[src/rtl/axil_master_pkg.sv]
// Shared types and constants for the AXI4-Lite command initiator.
package axil_master_pkg;

    typedef enum logic [2:0] {
        IDLE,
        WR_ADDR,
        WR_RESP,
        RD_ADDR,
        RD_DATA,
        RESP
    } axil_master_state_t;

    localparam logic [1:0] RESP_OKAY   = 2'b00;
    localparam logic [1:0] RESP_SLVERR = 2'b10;
    localparam logic [1:0] RESP_DECERR = 2'b11;

    localparam int STAT_W = 16;

endpackage

[src/rtl/axil_master_cmd_if.sv]
// AXI4-Lite bus bundle; master modport drives AW/W/AR and the B/R ready signals.
interface axil_master_cmd_if #(
    parameter int ADDR_W = 9,
    parameter int DATA_W = 32
);
    logic [ADDR_W-1:0]   M_AXI_AWADDR;
    logic [2:0]          M_AXI_AWPROT;
    logic                M_AXI_AWVALID;
    logic                M_AXI_AWREADY;
    logic [DATA_W-1:0]   M_AXI_WDATA;
    logic [DATA_W/8-1:0] M_AXI_WSTRB;
    logic                M_AXI_WVALID;
    logic                M_AXI_WREADY;
    logic [1:0]          M_AXI_BRESP;
    logic                M_AXI_BVALID;
    logic                M_AXI_BREADY;
    logic [ADDR_W-1:0]   M_AXI_ARADDR;
    logic [2:0]          M_AXI_ARPROT;
    logic                M_AXI_ARVALID;
    logic                M_AXI_ARREADY;
    logic [DATA_W-1:0]   M_AXI_RDATA;
    logic [1:0]          M_AXI_RRESP;
    logic                M_AXI_RVALID;
    logic                M_AXI_RREADY;

    modport master (
        output M_AXI_AWADDR, M_AXI_AWPROT, M_AXI_AWVALID,
        input  M_AXI_AWREADY,
        output M_AXI_WDATA, M_AXI_WSTRB, M_AXI_WVALID,
        input  M_AXI_WREADY,
        input  M_AXI_BRESP, M_AXI_BVALID,
        output M_AXI_BREADY,
        output M_AXI_ARADDR, M_AXI_ARPROT, M_AXI_ARVALID,
        input  M_AXI_ARREADY,
        input  M_AXI_RDATA, M_AXI_RRESP, M_AXI_RVALID,
        output M_AXI_RREADY
    );

    modport slave (
        input  M_AXI_AWADDR, M_AXI_AWPROT, M_AXI_AWVALID,
        output M_AXI_AWREADY,
        input  M_AXI_WDATA, M_AXI_WSTRB, M_AXI_WVALID,
        output M_AXI_WREADY,
        output M_AXI_BRESP, M_AXI_BVALID,
        input  M_AXI_BREADY,
        input  M_AXI_ARADDR, M_AXI_ARPROT, M_AXI_ARVALID,
        output M_AXI_ARREADY,
        output M_AXI_RDATA, M_AXI_RRESP, M_AXI_RVALID,
        input  M_AXI_RREADY
    );
endinterface

[src/rtl/axil_master_sat_counter.sv]
// Statistics counter that sticks at all-ones instead of wrapping.
module axil_master_sat_counter
    import axil_master_pkg::*;
(
    input  logic              clk,
    input  logic              rst,
    input  logic              inc,
    output logic [STAT_W-1:0] count
);
    logic [STAT_W-1:0] count_q, count_d;

    always_comb begin
        count_d = count_q;
        if (inc && (count_q != '1)) begin
            count_d = count_q + STAT_W'(1);
        end
    end

    always_ff @(posedge clk or posedge rst) begin
        if (rst) begin
            count_q <= '0;
        end else begin
            count_q <= count_d;
        end
    end

    assign count = count_q;
endmodule

[src/rtl/axil_master_cmd.sv]
// Single-outstanding AXI4-Lite initiator driven by a cmd/rsp port.
// Define AXIL_MASTER_STATS_EN to build the wr/rd/err statistics counters.
module axil_master_cmd
    import axil_master_pkg::*;
#(
    parameter int C_M_AXI_ADDR_WIDTH = 9,
    parameter int C_M_AXI_DATA_WIDTH = 32
) (
    input  logic                            M_AXI_ACLK,
    input  logic                            M_AXI_ARESET,
    input  logic                            cmd_valid,
    output logic                            cmd_ready,
    input  logic                            cmd_write,
    input  logic [C_M_AXI_ADDR_WIDTH-1:0]   cmd_addr,
    input  logic [C_M_AXI_DATA_WIDTH-1:0]   cmd_wdata,
    input  logic [C_M_AXI_DATA_WIDTH/8-1:0] cmd_wstrb,
    output logic                            rsp_valid,
    input  logic                            rsp_ready,
    output logic                            rsp_write,
    output logic [C_M_AXI_DATA_WIDTH-1:0]   rsp_rdata,
    output logic [1:0]                      rsp_resp,
    axil_master_cmd_if.master               m_axi,
    output logic [STAT_W-1:0]               wr_count,
    output logic [STAT_W-1:0]               rd_count,
    output logic [STAT_W-1:0]               err_count
);
    localparam int STRB_W = C_M_AXI_DATA_WIDTH / 8;

    axil_master_state_t state_q, state_d;
    logic [C_M_AXI_ADDR_WIDTH-1:0] addr_q, addr_d;
    logic [C_M_AXI_DATA_WIDTH-1:0] wdata_q, wdata_d, rdata_q, rdata_d;
    logic [STRB_W-1:0]             wstrb_q, wstrb_d;
    logic                          aw_valid_q, aw_valid_d, w_valid_q, w_valid_d;
    logic                          aw_done_q, aw_done_d, w_done_q, w_done_d;
    logic                          b_ready_q, b_ready_d, ar_valid_q, ar_valid_d;
    logic                          r_ready_q, r_ready_d, cmd_ready_q, cmd_ready_d;
    logic                          rsp_valid_q, rsp_valid_d, rsp_write_q, rsp_write_d;
    logic [1:0]                    resp_q, resp_d;

    logic cmd_hs, aw_hs, w_hs, b_hs, ar_hs, r_hs, aw_fin, w_fin;

    assign cmd_hs = cmd_valid & cmd_ready_q;
    assign aw_hs  = aw_valid_q & m_axi.M_AXI_AWREADY;
    assign w_hs   = w_valid_q & m_axi.M_AXI_WREADY;
    assign b_hs   = b_ready_q & m_axi.M_AXI_BVALID;
    assign ar_hs  = ar_valid_q & m_axi.M_AXI_ARREADY;
    assign r_hs   = r_ready_q & m_axi.M_AXI_RVALID;
    // AW and W complete independently; either may finish first or both together.
    assign aw_fin = aw_done_q | aw_hs;
    assign w_fin  = w_done_q | w_hs;

    always_ff @(posedge M_AXI_ACLK or posedge M_AXI_ARESET) begin
        if (M_AXI_ARESET) begin
            state_q     <= IDLE;
            addr_q      <= '0;
            wdata_q     <= '0;
            wstrb_q     <= '0;
            rdata_q     <= '0;
            aw_valid_q  <= 1'b0;
            w_valid_q   <= 1'b0;
            aw_done_q   <= 1'b0;
            w_done_q    <= 1'b0;
            b_ready_q   <= 1'b0;
            ar_valid_q  <= 1'b0;
            r_ready_q   <= 1'b0;
            cmd_ready_q <= 1'b0;
            rsp_valid_q <= 1'b0;
            rsp_write_q <= 1'b0;
            resp_q      <= RESP_OKAY;
        end else begin
            state_q     <= state_d;
            addr_q      <= addr_d;
            wdata_q     <= wdata_d;
            wstrb_q     <= wstrb_d;
            rdata_q     <= rdata_d;
            aw_valid_q  <= aw_valid_d;
            w_valid_q   <= w_valid_d;
            aw_done_q   <= aw_done_d;
            w_done_q    <= w_done_d;
            b_ready_q   <= b_ready_d;
            ar_valid_q  <= ar_valid_d;
            r_ready_q   <= r_ready_d;
            cmd_ready_q <= cmd_ready_d;
            rsp_valid_q <= rsp_valid_d;
            rsp_write_q <= rsp_write_d;
            resp_q      <= resp_d;
        end
    end

    always_comb begin
        state_d = state_q;
        case (state_q)
            IDLE:    if (cmd_hs) state_d = cmd_write ? WR_ADDR : RD_ADDR;
            WR_ADDR: if (aw_fin && w_fin) state_d = WR_RESP;
            WR_RESP: if (b_hs) state_d = RESP;
            RD_ADDR: if (ar_hs) state_d = RD_DATA;
            RD_DATA: if (r_hs) state_d = RESP;
            RESP:    if (rsp_ready) state_d = IDLE;
            default: state_d = IDLE;
        endcase
    end

    // Every bus/response output is computed one cycle ahead and registered.
    always_comb begin
        addr_d      = addr_q;
        wdata_d     = wdata_q;
        wstrb_d     = wstrb_q;
        rdata_d     = rdata_q;
        aw_valid_d  = aw_valid_q;
        w_valid_d   = w_valid_q;
        aw_done_d   = aw_done_q;
        w_done_d    = w_done_q;
        b_ready_d   = b_ready_q;
        ar_valid_d  = ar_valid_q;
        r_ready_d   = r_ready_q;
        cmd_ready_d = 1'b0;
        rsp_valid_d = rsp_valid_q;
        rsp_write_d = rsp_write_q;
        resp_d      = resp_q;
        case (state_q)
            IDLE: begin
                cmd_ready_d = ~cmd_hs;
                if (cmd_hs) begin
                    addr_d     = cmd_addr;
                    wdata_d    = cmd_wdata;
                    wstrb_d    = cmd_wstrb;
                    aw_valid_d = cmd_write;
                    w_valid_d  = cmd_write;
                    ar_valid_d = ~cmd_write;
                    aw_done_d  = 1'b0;
                    w_done_d   = 1'b0;
                end
            end
            WR_ADDR: begin
                if (aw_hs) begin
                    aw_valid_d = 1'b0;
                    aw_done_d  = 1'b1;
                end
                if (w_hs) begin
                    w_valid_d = 1'b0;
                    w_done_d  = 1'b1;
                end
                if (aw_fin && w_fin) b_ready_d = 1'b1;
            end
            WR_RESP: begin
                if (b_hs) begin
                    b_ready_d   = 1'b0;
                    rsp_valid_d = 1'b1;
                    rsp_write_d = 1'b1;
                    rdata_d     = '0;
                    resp_d      = m_axi.M_AXI_BRESP;
                end
            end
            RD_ADDR: begin
                if (ar_hs) begin
                    ar_valid_d = 1'b0;
                    r_ready_d  = 1'b1;
                end
            end
            RD_DATA: begin
                if (r_hs) begin
                    r_ready_d   = 1'b0;
                    rsp_valid_d = 1'b1;
                    rsp_write_d = 1'b0;
                    rdata_d     = m_axi.M_AXI_RDATA;
                    resp_d      = m_axi.M_AXI_RRESP;
                end
            end
            RESP: begin
                if (rsp_ready) begin
                    rsp_valid_d = 1'b0;
                    cmd_ready_d = 1'b1;
                end
            end
            default: ;
        endcase
    end

    assign cmd_ready           = cmd_ready_q;
    assign rsp_valid           = rsp_valid_q;
    assign rsp_write           = rsp_write_q;
    assign rsp_rdata           = rdata_q;
    assign rsp_resp            = resp_q;
    assign m_axi.M_AXI_AWADDR  = addr_q;
    assign m_axi.M_AXI_AWPROT  = 3'b000;
    assign m_axi.M_AXI_AWVALID = aw_valid_q;
    assign m_axi.M_AXI_WDATA   = wdata_q;
    assign m_axi.M_AXI_WSTRB   = wstrb_q;
    assign m_axi.M_AXI_WVALID  = w_valid_q;
    assign m_axi.M_AXI_BREADY  = b_ready_q;
    assign m_axi.M_AXI_ARADDR  = addr_q;
    assign m_axi.M_AXI_ARPROT  = 3'b000;
    assign m_axi.M_AXI_ARVALID = ar_valid_q;
    assign m_axi.M_AXI_RREADY  = r_ready_q;

`ifdef AXIL_MASTER_STATS_EN
    logic err_inc;
    assign err_inc = (b_hs & m_axi.M_AXI_BRESP[1]) | (r_hs & m_axi.M_AXI_RRESP[1]);

    axil_master_sat_counter u_wr_cnt (
        .clk(M_AXI_ACLK), .rst(M_AXI_ARESET), .inc(b_hs), .count(wr_count)
    );
    axil_master_sat_counter u_rd_cnt (
        .clk(M_AXI_ACLK), .rst(M_AXI_ARESET), .inc(r_hs), .count(rd_count)
    );
    axil_master_sat_counter u_err_cnt (
        .clk(M_AXI_ACLK), .rst(M_AXI_ARESET), .inc(err_inc), .count(err_count)
    );
`else
    assign wr_count  = '0;
    assign rd_count  = '0;
    assign err_count = '0;
`endif
endmodule
[src/flat_wrapper.sv]
// flat-port wrapper written by rule: the top's interface ports become plain ports
module axil_master_cmd_flat import axil_master_pkg::*;
#(
    parameter int C_M_AXI_ADDR_WIDTH = 9,
    parameter int C_M_AXI_DATA_WIDTH = 32
)
  (M_AXI_ACLK, M_AXI_ARESET, cmd_valid, cmd_ready, cmd_write, cmd_addr, cmd_wdata, cmd_wstrb, rsp_valid, rsp_ready, rsp_write, rsp_rdata, rsp_resp, wr_count, rd_count, err_count, m_axi_M_AXI_AWADDR, m_axi_M_AXI_AWPROT, m_axi_M_AXI_AWVALID, m_axi_M_AXI_AWREADY, m_axi_M_AXI_WDATA, m_axi_M_AXI_WSTRB, m_axi_M_AXI_WVALID, m_axi_M_AXI_WREADY, m_axi_M_AXI_BRESP, m_axi_M_AXI_BVALID, m_axi_M_AXI_BREADY, m_axi_M_AXI_ARADDR, m_axi_M_AXI_ARPROT, m_axi_M_AXI_ARVALID, m_axi_M_AXI_ARREADY, m_axi_M_AXI_RDATA, m_axi_M_AXI_RRESP, m_axi_M_AXI_RVALID, m_axi_M_AXI_RREADY);
  axil_master_cmd_if m_axi_i ();
  input  logic M_AXI_ACLK;
  input  logic M_AXI_ARESET;
  input  logic cmd_valid;
  output logic cmd_ready;
  input  logic cmd_write;
  input  logic [C_M_AXI_ADDR_WIDTH-1:0] cmd_addr;
  input  logic [C_M_AXI_DATA_WIDTH-1:0] cmd_wdata;
  input  logic [C_M_AXI_DATA_WIDTH/8-1:0] cmd_wstrb;
  output logic rsp_valid;
  input  logic rsp_ready;
  output logic rsp_write;
  output logic [C_M_AXI_DATA_WIDTH-1:0] rsp_rdata;
  output logic [1:0] rsp_resp;
  output logic [STAT_W-1:0] wr_count;
  output logic [STAT_W-1:0] rd_count;
  output logic [STAT_W-1:0] err_count;
  output wire logic [$bits(m_axi_i.M_AXI_AWADDR)-1:0] m_axi_M_AXI_AWADDR;
  output wire logic [$bits(m_axi_i.M_AXI_AWPROT)-1:0] m_axi_M_AXI_AWPROT;
  output wire logic [$bits(m_axi_i.M_AXI_AWVALID)-1:0] m_axi_M_AXI_AWVALID;
  input wire logic [$bits(m_axi_i.M_AXI_AWREADY)-1:0] m_axi_M_AXI_AWREADY;
  output wire logic [$bits(m_axi_i.M_AXI_WDATA)-1:0] m_axi_M_AXI_WDATA;
  output wire logic [$bits(m_axi_i.M_AXI_WSTRB)-1:0] m_axi_M_AXI_WSTRB;
  output wire logic [$bits(m_axi_i.M_AXI_WVALID)-1:0] m_axi_M_AXI_WVALID;
  input wire logic [$bits(m_axi_i.M_AXI_WREADY)-1:0] m_axi_M_AXI_WREADY;
  input wire logic [$bits(m_axi_i.M_AXI_BRESP)-1:0] m_axi_M_AXI_BRESP;
  input wire logic [$bits(m_axi_i.M_AXI_BVALID)-1:0] m_axi_M_AXI_BVALID;
  output wire logic [$bits(m_axi_i.M_AXI_BREADY)-1:0] m_axi_M_AXI_BREADY;
  output wire logic [$bits(m_axi_i.M_AXI_ARADDR)-1:0] m_axi_M_AXI_ARADDR;
  output wire logic [$bits(m_axi_i.M_AXI_ARPROT)-1:0] m_axi_M_AXI_ARPROT;
  output wire logic [$bits(m_axi_i.M_AXI_ARVALID)-1:0] m_axi_M_AXI_ARVALID;
  input wire logic [$bits(m_axi_i.M_AXI_ARREADY)-1:0] m_axi_M_AXI_ARREADY;
  input wire logic [$bits(m_axi_i.M_AXI_RDATA)-1:0] m_axi_M_AXI_RDATA;
  input wire logic [$bits(m_axi_i.M_AXI_RRESP)-1:0] m_axi_M_AXI_RRESP;
  input wire logic [$bits(m_axi_i.M_AXI_RVALID)-1:0] m_axi_M_AXI_RVALID;
  output wire logic [$bits(m_axi_i.M_AXI_RREADY)-1:0] m_axi_M_AXI_RREADY;
  assign m_axi_M_AXI_AWADDR = m_axi_i.M_AXI_AWADDR;
  assign m_axi_M_AXI_AWPROT = m_axi_i.M_AXI_AWPROT;
  assign m_axi_M_AXI_AWVALID = m_axi_i.M_AXI_AWVALID;
  assign m_axi_i.M_AXI_AWREADY = m_axi_M_AXI_AWREADY;
  assign m_axi_M_AXI_WDATA = m_axi_i.M_AXI_WDATA;
  assign m_axi_M_AXI_WSTRB = m_axi_i.M_AXI_WSTRB;
  assign m_axi_M_AXI_WVALID = m_axi_i.M_AXI_WVALID;
  assign m_axi_i.M_AXI_WREADY = m_axi_M_AXI_WREADY;
  assign m_axi_i.M_AXI_BRESP = m_axi_M_AXI_BRESP;
  assign m_axi_i.M_AXI_BVALID = m_axi_M_AXI_BVALID;
  assign m_axi_M_AXI_BREADY = m_axi_i.M_AXI_BREADY;
  assign m_axi_M_AXI_ARADDR = m_axi_i.M_AXI_ARADDR;
  assign m_axi_M_AXI_ARPROT = m_axi_i.M_AXI_ARPROT;
  assign m_axi_M_AXI_ARVALID = m_axi_i.M_AXI_ARVALID;
  assign m_axi_i.M_AXI_ARREADY = m_axi_M_AXI_ARREADY;
  assign m_axi_i.M_AXI_RDATA = m_axi_M_AXI_RDATA;
  assign m_axi_i.M_AXI_RRESP = m_axi_M_AXI_RRESP;
  assign m_axi_i.M_AXI_RVALID = m_axi_M_AXI_RVALID;
  assign m_axi_M_AXI_RREADY = m_axi_i.M_AXI_RREADY;
  axil_master_cmd #(.C_M_AXI_ADDR_WIDTH(C_M_AXI_ADDR_WIDTH), .C_M_AXI_DATA_WIDTH(C_M_AXI_DATA_WIDTH)) u_core (.M_AXI_ACLK(M_AXI_ACLK), .M_AXI_ARESET(M_AXI_ARESET), .cmd_valid(cmd_valid), .cmd_ready(cmd_ready), .cmd_write(cmd_write), .cmd_addr(cmd_addr), .cmd_wdata(cmd_wdata), .cmd_wstrb(cmd_wstrb), .rsp_valid(rsp_valid), .rsp_ready(rsp_ready), .rsp_write(rsp_write), .rsp_rdata(rsp_rdata), .rsp_resp(rsp_resp), .m_axi(m_axi_i), .wr_count(wr_count), .rd_count(rd_count), .err_count(err_count));
endmodule
[config.mk]
export PLATFORM = sky130hd
export DESIGN_NAME = axil_master_cmd_flat
export DESIGN_NICKNAME = d
export VERILOG_FILES = /design/src/rtl/axil_master_pkg.sv /design/src/rtl/axil_master_cmd_if.sv /design/src/rtl/axil_master_sat_counter.sv /design/src/rtl/axil_master_cmd.sv /design/src/flat_wrapper.sv
export SDC_FILE = /design/constraint.sdc
export NUM_CORES = 1
export LEC_CHECK = 0
export BUFFER_PORTS_ARGS = -buffer_cell sky130_fd_sc_hd__buf_2
export CORE_MARGIN = 5
export CORE_UTILIZATION = 30
export DETAILED_ROUTE_END_ITERATION = 12
export PLACE_DENSITY = 0.68
export SLEW_MARGIN = 30
export SYNTH_ARGS = -nofsm -noshare
export SYNTH_HDL_FRONTEND = slang
export SYNTH_SLANG_ARGS = --single-unit
[constraint.sdc]
create_clock -name M_AXI_ACLK -period 3.64 [get_ports M_AXI_ACLK]
set_clock_uncertainty 0.05 [all_clocks]
set_input_delay 0.546 -clock M_AXI_ACLK [delete_from_list [all_inputs] [get_ports M_AXI_ACLK]]
set_output_delay 0.546 -clock M_AXI_ACLK [all_outputs]
set_load 0.03 [all_outputs]
[Word level (Yosys, flattened, before mapping)]
Index checks and enable logic that the tools add are counted.
Storage, ports and cells
  output and inout port bits: 150
  register bits after elaboration: 92
  input port bits: 91
Operators by class
  mux-type cells: 40
  reduce and logical (&&, ||, !) cells: 17
  equality and inequality tests: 13
  bitwise logic cells: 10
Operators with widths (number)
  2-to-1 mux 32 bit: 2
  case mux 32 bit (2 select lines): 1
  2-to-1 mux 3 bit: 6
  case mux 1 bit (2 select lines): 9
  case mux 3 bit (6 select lines): 1
  AND reduction 3 bit: 6
  2-to-1 mux 1 bit: 16
  != test 2 x 1 -> 1 bit, second input constant: 7
  nonzero test 2 bit: 5
  bitwise AND 1 bit: 6
  == test 3 x 2 -> 1 bit, second input constant: 2
  == test 3 bit, second input constant: 2
  2-to-1 mux 2 bit: 3
  AND reduction 6 bit: 1
  case mux 2 bit (2 select lines): 1
  AND reduction 4 bit: 1
  == test 3 x 1 -> 1 bit, second input constant: 1
  logical NOT 3 bit: 1
  case mux 1 bit (3 select lines): 1
  nonzero test 3 bit: 1
  != test 2 bit, second input constant: 1
  inverter 1 bit: 2
  bitwise OR 1 bit: 2
  AND reduction 2 bit: 1
  logical AND 1 bit: 1

[Depth between registers and ports, before layout]
Gate-level depths: netlist of run 1.
  depth after elaboration: 5
  depth in mapped cells: 7
  mapped depth without buffers: 4

[Least setup slack after synthesis of run 1]
Ideal clock, no wire load.
  kind: register to register
  from: reg u_core.cmd_ready_q (netlist: u_core.cmd_ready)
  to: reg u_core.addr_q[1] (netlist: u_core.m_axi.M_AXI_ARADDR[1])
  required time: 3.465 ns
  path buffers: 1
  path slack: 1.988 ns
  clock period less this slack: 1.652 ns
  stages on the path, launching flop included: 5
  data arrival time: 1.477 ns
  path through: dfrtp_1 -> nand3b_4 -> nor3_4 -> buf_6 -> mux2_2
On the way
  cells in the longest elaborated chain, start to end: 2
Ends and longest elaborated chain
  start: declaration: RTL line axil_master_cmd.sv:36  | logic r_ready_q, r_ready_d, cmd_ready_q, cmd_ready_d;
  start signal: assignment: RTL line axil_master_cmd.sv:83  | cmd_ready_q <= cmd_ready_d;
  bitwise AND 1 bit: RTL line axil_master_cmd.sv:42  | assign cmd_hs = cmd_valid & cmd_ready_q;
  AND reduction 2 bit (no line)
  end signal: assignment: RTL line axil_master_cmd.sv:72  | addr_q <= addr_d;
  end: declaration: RTL line axil_master_cmd.sv:30  | logic [C_M_AXI_ADDR_WIDTH-1:0] addr_q, addr_d;
No other way between the ends.
A chain may end at the register's enable or synchronous reset.

[Final worst setup path of run 1]
  from: reg u_core.state_q[0]
  to: reg u_core.rdata_q[25] (netlist: u_core.rsp_rdata[25])
On the way
  cells in the longest elaborated chain, start to end: 3
  elaborated cells between the ends (all ways): 7
Ends and longest elaborated chain
  start: declaration: RTL line axil_master_cmd.sv:29  | axil_master_state_t state_q, state_d;
  start signal: assignment: RTL line axil_master_cmd.sv:71  | state_q <= state_d;
  == test 3 x 2 -> 1 bit / == test 3 bit (equally long branches): RTL line axil_master_cmd.sv:120  | case (state_q)
  != test 2 x 1 -> 1 bit (no line) / nonzero test 2 bit (equally long branches)
  AND reduction 3 bit (no line)
  end signal: assignment: RTL line axil_master_cmd.sv:75  | rdata_q <= rdata_d;
  end: declaration: RTL line axil_master_cmd.sv:31  | logic [C_M_AXI_DATA_WIDTH-1:0] wdata_q, wdata_d, rdata_q, rdata_d;
Several ways; a longest one is shown, not always the timed one.

==> results.py, run 1 <==
metrics = {
    "die": {
        "core_area_um2": 14500,
        "die_height_um": 132,
        "die-area_um2": 17400,
        "start_util_pct": 30.6,
        "boundaryPins": 241,
        "rows": 44,
        "die_w_um": 132,
    },
    "setup_path": {
        "crit_slowest_cell": "dfrtp_1",
        "slowest_delay_ns": 0.76,
        "required_ns": 3.85,
        "end_kind": "flop",
        "worst-path-buf-inv": 2,
        "crit_type": "flop to flop",
        "cp_cell_sequence": "inv_1 -> and3_4 -> nor3_4 -> buf_4 -> mux2i_1",
        "critPathArrivalTime_ns": 2.52,
        "cp_max_fo": 18,
        "cp-start-kind": "flop",
        "crit_family": "flip-flops",
    },
    "global_routing": {
        "grt_max_degree": 52,
        "grt_use_total_pct": 11.6,
        "overflow": 0,
        "antenna_found_initial": 0,
        "grt_pass1_vias": 3120,
        "grt_pass1_wl_mm": 16.5,
    },
    "final_layout": {
        "drive_gt1_share_pct": 41.9,
        "area_growth_pct": 25.0,
        "final_nets": 652,
        "nFillCells": 1480,
        "n_antenna_cell": 0,
        "register_area_um2": 2300,
        "fin_util_pct": 38.3,
        "multi_input_area_um2": 1590,
    },
    "routing": {
        "wire_per_inst_um": 13.3,
        "viasPerCell": 4.15,
        "drtIter0Drc": 93,
        "firstDrtPassIters": 4,
        "vias": 3113,
        "routed_wl_mm": 9.99,
        "drcViolationCount": 0,
        "postRouteAntennaNets": 0,
    },
    "synthesis": {
        "ys_seq_elements": 92,
        "synth_area_um2": 4450,
        "ys.flop_type": "dfrtp_1",
        "yosys_warnings": 0,
        "synthArstFlopShare_pct": 100,
        "synth.avg_cell_area_um2": 11.6,
        "synth_top_area_share_pct": 51.7,
        "yosysSeqAreaShare_pct": 51.7,
        "ys_types": 34,
        "synth_area_leaders": "dfrtp_1, buf_4, mux2i_1, mux2_1, mux2_2",
        "synth.most_common_cell": "dfrtp_1",
        "syn_inst": 384,
        "synth_largest_area_cell": "dfrtp_1",
        "synth_commonest_cells": "dfrtp_1, buf_4, nand2_1",
        "synth-edff-count": 0,
    },
    "timing": {
        "max_freq_mhz": 432,
        "fin_hold_ws_ns": 0.141,
        "period_needed_ns": 2.31,
        "rsz0062_at_grt": "no",
        "min_period_over_period_pct": 63.5,
        "tightest_slew_ns": 0.655,
        "hold_viol": 0,
        "final-max-slew-violation-count": 0,
        "relSlewSlack_pct": 56.4,
        "finalSetupTns_ns": 0,
        "setup_viol": 0,
    },
    "placement": {
        "place_congestion": 0.786,
        "hpwl_mm": 7.59,
        "io_buffers": 186,
    },
    "pwr": {
        "powerDensity_nw_per_um2": 952,
        "ir_worst_vdd_mv": 0.622,
        "power.leakage_nw": 2.84,
    },
    "clocking": {
        "clkLatencyLatePin_ns": 0.34,
        "post_cts_buffers": 0,
        "cts_hold_buffers": 0,
        "cts_buffers": 9,
        "post_cts_resize_count": 0,
        "cts.sinks": 92,
        "clk_pin_slew_ns": 0.07,
        "clockBufferDepth": 2,
        "htree_levels": 3,
        "cts_tree": "yes",
        "clockRootBuffer": "clkbuf_16",
    },
    "outcome": {
        "outcome": "completed",
    },
    "flow_run": {
        "max_cap_violations": 0,
    },
    "min_path": {
        "min_path_type": "input pin to asynchronous set/reset pin",
    },
}
==> registers in the layout, summed over array words and instances, names as in the netlist, 2 cells and up <==
name,count
u_core.m_axi.M_AXI_WDATA,32
u_core.rsp_rdata,32
u_core.m_axi.M_AXI_ARADDR,9
u_core.m_axi.M_AXI_WSTRB,4
u_core.state_q,3
u_core.rsp_resp,2
==> area by class of cell <==
class / instances / area share [%]
flip-flops and latches: 92 / 41.4
multi-input cells: 228 / 28.6
repair buffers: 192 / 17.5
clock buffers: 12 / 4.43
well taps: 184 / 4.14
inverters: 38 / 2.61
clock inverters: 4 / 1.30
==> worst paths after layout <==
kind | slack (ns) | cells after the start | end | from
worst max-delay path | 1.33 | 5 | u_core.rsp_rdata[25] | u_core.state_q[0]
worst min-delay path | 0.14 | 2 | u_core.m_axi.M_AXI_WDATA[12] | M_AXI_ARESET
worst max register to register | 1.33 | 5 | u_core.rsp_rdata[25] | u_core.state_q[0]
worst min register to register | 0.43 | 1 | u_core.m_axi.M_AXI_WDATA[0] | u_core.m_axi.M_AXI_WDATA[0]
max in group asynchronous | 2.62 | 3 | u_core.m_axi.M_AXI_ARADDR[4] | M_AXI_ARESET
min in group M_AXI_ACLK | 0.37 | 2 | u_core.m_axi.M_AXI_WDATA[30] | cmd_wdata[30]
==> cells in the final DEF (no fill, tap or decap), types with 2 or more instances in the layout <==
cell / instances
a41oi_1: 2
mux2i_1: 32
buf_2: 186
a31oi_1: 4
dfrtp_1: 92
inv_1: 37
bufinv_16: 2
nand2_1: 39
nand2b_1: 2
buf_4: 6
clkbuf_16: 9
o21ai_0: 4
mux2_1: 25
nor3_4: 2
nor2_1: 10
o22ai_1: 2
clkbuf_1: 2
a22o_1: 2
conb_1: 54
mux2_2: 24
a21oi_1: 13
==> per-stage QoR <==
stage / instance area (um^2) / setup WS, ns / power, W / std cells
after floorplan: 4650 / 0.652 / 0.00372 / 437
after global placement: 5250 / 1.32 / 0.00432 / 734
after detailed placement: 5250 / 1.29 / 0.00435 / 734
after CTS: 5570 / 1.29 / 0.00539 / 750
after global routing: 5570 / 1.11 / 0.00564 / 750
final: 5570 / 1.33 / 0.00530 / 750
==> routing by layer <==
metal	up-vias	global-route usage, %	wire, um
met5	-	0	0
met4	0	3.66	164
met3	14	5.11	831
met2	124	19.8	5090
met1	1473	13.1	3910
li1	1502	-	-
==> kinds of logic (layout without fill, tap and decap cells) <==
group / count (synthesis) / count (layout) / share of synthesized area [%]
simple gates: 61 / 61 / 7.00
compound gates: 32 / 32 / 4.50
buf+inv: 117 / 246 / 17.1
mux: 81 / 81 / 19.6
other cells: 1 / 54 / 0.0842
flops: 92 / 92 / 51.7
==> where the power goes <==
group | total [W] | internal, W | switching, W
combinational | 0.00249 | 0.000778 | 0.00171
clock | 0.00100 | 0.000620 | 0.000380
sequential | 0.00180 | 0.00151 | 0.000296
total | 0.00530 | 0.00291 | 0.00239
No activity file was read; power rests on OpenSTA's default activity.
==> run 2: changes to the inputs <==
--- a/config.mk
+++ b/config.mk
@@ -9,7 +9,7 @@
 export CORE_MARGIN = 5
 export CORE_UTILIZATION = 30
 export DETAILED_ROUTE_END_ITERATION = 12
-export PLACE_DENSITY = 0.68
+export PLACE_DENSITY = 0.71
 export SLEW_MARGIN = 30
 export SYNTH_ARGS = -nofsm -noshare
 export SYNTH_HDL_FRONTEND = slang
==> constraint.sdc (replaced) <==
create_clock -name M_AXI_ACLK -period 2 [get_ports M_AXI_ACLK]
set_clock_uncertainty 0.05 [all_clocks]
set_input_delay 0.3 -clock M_AXI_ACLK [delete_from_list [all_inputs] [get_ports M_AXI_ACLK]]
set_output_delay 0.3 -clock M_AXI_ACLK [all_outputs]
set_load 0.03 [all_outputs]
==> run 2 against run 1 <==
Cell area is 1.6% higher; register-to-register slack got worse by 1.1 ns; setup slack got worse by 1.1 ns; fmax up 29%; clock-buffer cell count down 1; die area unchanged; global-route usage up 0.31 points; critical path type unchanged; largest cell class unchanged; highest routed layer unchanged.
==> results.py, run 2 (synthesis gave the netlist of run 1 again) <==
metrics = {
    "outcome": {
        "outcome": "completed",
    },
    "global_routing": {
        "grt_use_met2_pct": 20.5,
        "grt_use_total_pct": 11.9,
        "met1_usage_pct": 13.3,
        "grt_max_degree": 52,
        "busiest_layer": "met2",
        "met3_usage_pct": 3.63,
        "grt_pass1_vias": 3210,
        "antenna_found_initial": 0,
        "overflow": 0,
        "grt_pass1_wl_mm": 16.8,
    },
    "setup_path": {
        "worst-path-buf-inv": 2,
        "cp_max_fo": 19,
        "worst_path_most_repeated_cell": "buf_12",
        "critPathArrivalTime_ns": 1.99,
        "required_ns": 2.20,
        "crit_type": "flop to flop",
        "cp-start-kind": "flop",
        "slowest_delay_ns": 0.44,
        "end_kind": "flop",
        "cp_cell_sequence": "and2b_1 -> a31oi_1 -> nor3_4 -> buf_12 -> buf_12 -> mux2i_1",
        "crit_family": "flip-flops",
        "crit_slowest_cell": "dfrtp_1",
    },
    "placement": {
        "hpwl_mm": 8.04,
        "place_congestion": 0.755,
        "io_buffers": 186,
    },
    "pwr": {
        "power.leakage_nw": 2.88,
        "ir_worst_vdd_mv": 0.787,
        "powerDensity_nw_per_um2": 1710,
    },
    "clocking": {
        "clockBufferDepth": 2,
        "clkLatencyLatePin_ns": 0.34,
        "cts_buffers": 9,
        "cts_tree": "yes",
        "clk_pin_slew_ns": 0.06,
        "post_cts_buffers": 0,
        "cts.sinks": 92,
        "htree_levels": 3,
        "cts_hold_buffers": 1,
        "post_cts_resize_count": 0,
        "clockRootBuffer": "clkbuf_16",
    },
    "min_path": {
        "min_path_type": "input pin to flop",
    },
    "timing": {
        "setup_viol": 0,
        "tightest_slew_ns": 0.547,
        "hold_viol": 0,
        "min_period_over_period_pct": 89.5,
        "final-max-slew-violation-count": 0,
        "max_freq_mhz": 559,
        "relSlewSlack_pct": 63.5,
        "period_needed_ns": 1.79,
        "finalSetupTns_ns": 0,
        "rsz0062_at_grt": "no",
    },
    "final_layout": {
        "layout_common_cells": "buf_2, dfrtp_1, conb_1",
        "area_growth_pct": 27.0,
        "fin_util_pct": 38.9,
        "drive_gt1_share_pct": 42.7,
        "final_common_cell": "buf_2",
        "n_antenna_cell": 0,
        "final_nets": 659,
    },
    "routing": {
        "drcViolationCount": 0,
        "vias": 3151,
        "firstDrtPassIters": 4,
        "postRouteAntennaNets": 0,
        "viasPerCell": 4.17,
        "drtIter0Drc": 79,
        "routed_wl_mm": 10.3,
        "wire_per_inst_um": 13.6,
    },
    "die": {
        "start_util_pct": 30.6,
        "die-area_um2": 17400,
        "boundaryPins": 241,
        "rows": 44,
        "die_height_um": 132,
        "core_area_um2": 14500,
        "die_w_um": 132,
    },
    "flow_run": {
        "max_cap_violations": 0,
    },
}
[run 2: power by group]
part	switching, W	leakage [nW]	total [W]	internal [W]
clock network	0.000688	0.151	0.00172	0.00103
logic	0.00322	1.63	0.00470	0.00148
registers	0.000482	1.10	0.00323	0.00275
total	0.00439	2.88	0.00965	0.00526
[run 2: area by class of cell]
cell class / instances / area [um^2]
Inverter: 38 / 146
Clock buffer: 11 / 253
Tap cell: 184 / 230
Sequential cell: 92 / 2300
Fill cell: 1436 / 8880
Timing Repair Buffer: 199 / 1080
Clock inverter: 4 / 48.8
Multi-Input combinational cell: 228 / 1590
[run 2: through the flow]
step	area (um^2)	power, W	cells	setup WS (ns)	hold slack [ns]
global route	5650	0.0103	756	0.104	0.104
CTS	5650	0.00982	756	0.181	0.0951
finish	5650	0.00965	756	0.210	0.120
global placement	5340	0.00792	740	0.272	0.343
floorplan	4660	0.00677	437	0.348	0.347
detailed placement	5340	0.00803	740	0.193	0.341
[run 2: worst paths after layout]
check | from | to | slack, ns | cells after the start
min reg2reg | u_core.m_axi.M_AXI_WDATA[18] | u_core.m_axi.M_AXI_WDATA[18] | 0.43 | 1
min | cmd_addr[5] | u_core.m_axi.M_AXI_ARADDR[5] | 0.12 | 2
min in group asynchronous | M_AXI_ARESET | u_core.cmd_ready | 0.52 | 3
max reg2reg | u_core.state_q[1] | u_core.rsp_rdata[20] | 0.21 | 6
max in group asynchronous | M_AXI_ARESET | u_core.rsp_rdata[25] | 0.76 | 4
max | u_core.state_q[1] | u_core.rsp_rdata[20] | 0.21 | 6
[run 2: routing by layer]
metal | part of all wire (%) | vias up
met5 | 0 | -
met4 | 2.6 | 0
met3 | 7.8 | 20
met2 | 52 | 139
met1 | 38 | 1478
li1 | - | 1514
==> run 3: changes to the inputs <==
--- a/config.mk
+++ b/config.mk
@@ -9,8 +9,7 @@
 export CORE_MARGIN = 5
 export CORE_UTILIZATION = 30
 export DETAILED_ROUTE_END_ITERATION = 12
-export PLACE_DENSITY = 0.71
-export SLEW_MARGIN = 30
+export PLACE_DENSITY = 0.68
 export SYNTH_ARGS = -nofsm -noshare
 export SYNTH_HDL_FRONTEND = slang
 export SYNTH_SLANG_ARGS = --single-unit
==> constraint.sdc (replaced) <==
create_clock -name M_AXI_ACLK -period 2.1 [get_ports M_AXI_ACLK]
set_clock_uncertainty 0.05 [all_clocks]
set_input_delay 0.315 -clock M_AXI_ACLK [delete_from_list [all_inputs] [get_ports M_AXI_ACLK]]
set_output_delay 0.315 -clock M_AXI_ACLK [all_outputs]
set_load 0.03 [all_outputs]
==> run 3 against run 2 <==
First-iteration DRC count down 5.1%; combinational power down 4.9%; non-clock buffer count down 1; critical path depth down 1; sequential power down 5%; die area unchanged; sequential share of layout area down 0.22 points; clock power up 8%; global-route usage down 0.42 points; flip-flop and latch count unchanged; core utilization up 0.22 points; clock-buffer cell count unchanged; critical path type unchanged; largest cell class unchanged; largest power group unchanged.
==> results.py, run 3 (synthesis gave the netlist of run 1 again) <==
metrics = {
    "clocking": {
        "post_cts_buffers": 0,
        "post_cts_resize_count": 0,
        "cts_tree": "yes",
        "clk_pin_slew_ns": 0.07,
        "cts_hold_buffers": 1,
        "cts.sinks": 92,
        "clockRootBuffer": "clkbuf_16",
        "cts_buffers": 9,
        "htree_levels": 3,
        "clockBufferDepth": 2,
        "clkLatencyLatePin_ns": 0.33,
    },
    "flow_run": {
        "max_cap_violations": 0,
    },
    "setup_path": {
        "crit_type": "flop to flop",
        "worstSetupStartpoint": "u_core.state_q[0]",
        "crit_slowest_cell": "dfrtp_1",
        "cp_cell_sequence": "inv_1 -> and3_4 -> nor3_4 -> buf_12 -> mux2_1",
        "slowest_delay_ns": 0.47,
        "worst-path-buf-inv": 2,
        "required_ns": 2.26,
        "critPathArrivalTime_ns": 1.88,
        "end_kind": "flop",
        "crit_family": "flip-flops",
        "cp-start-kind": "flop",
        "cp_max_fo": 22,
        "r2r-start": "u_core.state_q[0]",
    },
    "timing": {
        "max_freq_mhz": 581,
        "period_needed_ns": 1.72,
        "rsz0062_at_grt": "no",
        "hold_viol": 0,
        "finalSetupTns_ns": 0,
        "final-max-slew-violation-count": 0,
        "min_period_over_period_pct": 81.9,
        "setup_viol": 0,
        "setup_ws_ns": 0.380,
    },
    "die": {
        "die_height_um": 132,
        "die_w_um": 132,
        "die-area_um2": 17400,
        "rows": 44,
        "core_area_um2": 14500,
        "start_util_pct": 30.6,
        "boundaryPins": 241,
    },
    "global_routing": {
        "overflow": 0,
        "antenna_found_initial": 0,
        "grt_pass1_wl_mm": 16.2,
        "grt_use_total_pct": 11.5,
        "grt_max_degree": 54,
        "grt_pass1_vias": 3183,
    },
    "min_path": {
        "worstHoldStart": "cmd_wdata[14]",
        "min_path_type": "input pin to flop",
    },
    "routing": {
        "postRouteAntennaNets": 0,
        "wire_per_inst_um": 13.3,
        "drcViolationCount": 0,
        "firstDrtPassIters": 4,
        "drtIter0Drc": 75,
        "vias": 3109,
        "viasPerCell": 4.12,
        "routed_wl_mm": 10.0,
    },
    "pwr": {
        "powerDensity_nw_per_um2": 1650,
        "power.leakage_nw": 2.89,
        "ir_worst_vdd_mv": 0.605,
    },
    "placement": {
        "place_area_um2": 5340,
        "dp_slack_ns": 0.389,
        "io_buffers": 186,
        "dp.cells": 739,
        "hpwl_mm": 7.77,
        "place_congestion": 0.806,
    },
    "final_layout": {
        "fin_util_pct": 39.1,
        "final_nets": 658,
        "nFillCells": 1472,
        "drive_gt1_share_pct": 42.4,
        "layout_common_cells": "buf_2, dfrtp_1, conb_1",
        "n_antenna_cell": 0,
        "design_area_um2": 5690,
        "final_common_cell": "buf_2",
        "final_cells": 755,
        "area_growth_pct": 27.7,
    },
    "outcome": {
        "outcome": "completed",
    },
}
run 3: path summary, 6_finish.rpt:
path,cells after the start,slack [ns],to
max in group asynchronous,4,0.90,u_core.rsp_rdata[21]
worst max register to register,5,0.38,u_core.rsp_resp[1]
worst min register to register,1,0.43,u_core.m_axi.M_AXI_WDATA[22]
worst min-delay path,2,0.14,u_core.m_axi.M_AXI_WDATA[14]
worst max-delay path,5,0.38,u_core.rsp_resp[1]
min in group asynchronous,3,0.46,u_core.m_axi.M_AXI_WDATA[20]
run 3: power by group:
part	switching [W]	internal, W
sequential	0.000450	0.00262
combinational	0.00306	0.00141
clock	0.000657	0.00119
run 3: metrics by stage:
step	total power (W)	hold WS, ns
floorplan	0.00645	0.362
global placement	0.00755	0.251
detailed placement	0.00763	0.255
CTS	0.00954	0.117
global route	0.00998	0.120
finish	0.00938	0.140
run 3: area by class of cell:
type                            count  area (um^2)  area share [%]
Sequential cell                    92         2300            40.5
Multi-Input combinational cell    228         1590            28.0
Timing Repair Buffer              198         1070            18.9
Clock buffer                       11          243            4.27
Tap cell                          184          230            4.05
Inverter                           38          146            2.57
Clock inverter                      4         97.6            1.72
run 3: worst reg2reg max path, stage by stage, from the launching register on:
cell and delay (ns):
dfrtp_1 0.47, inv_1 0.13, and3_4 0.19, nor3_4 0.19
buf_12 0.22, mux2_1 0.35
run 3: per-layer routing:
| metal | routed length (um) | GRT usage, % | vias up |
|---|---|---|---|
| met1 | 3900 | 12.9 | 1466 |
| met4 | 247 | 5.20 | 0 |
| met3 | 817 | 4.05 | 16 |
| met5 | 0 | 0 | - |
| met2 | 5090 | 19.7 | 130 |
| li1 | - | - | 1497 |
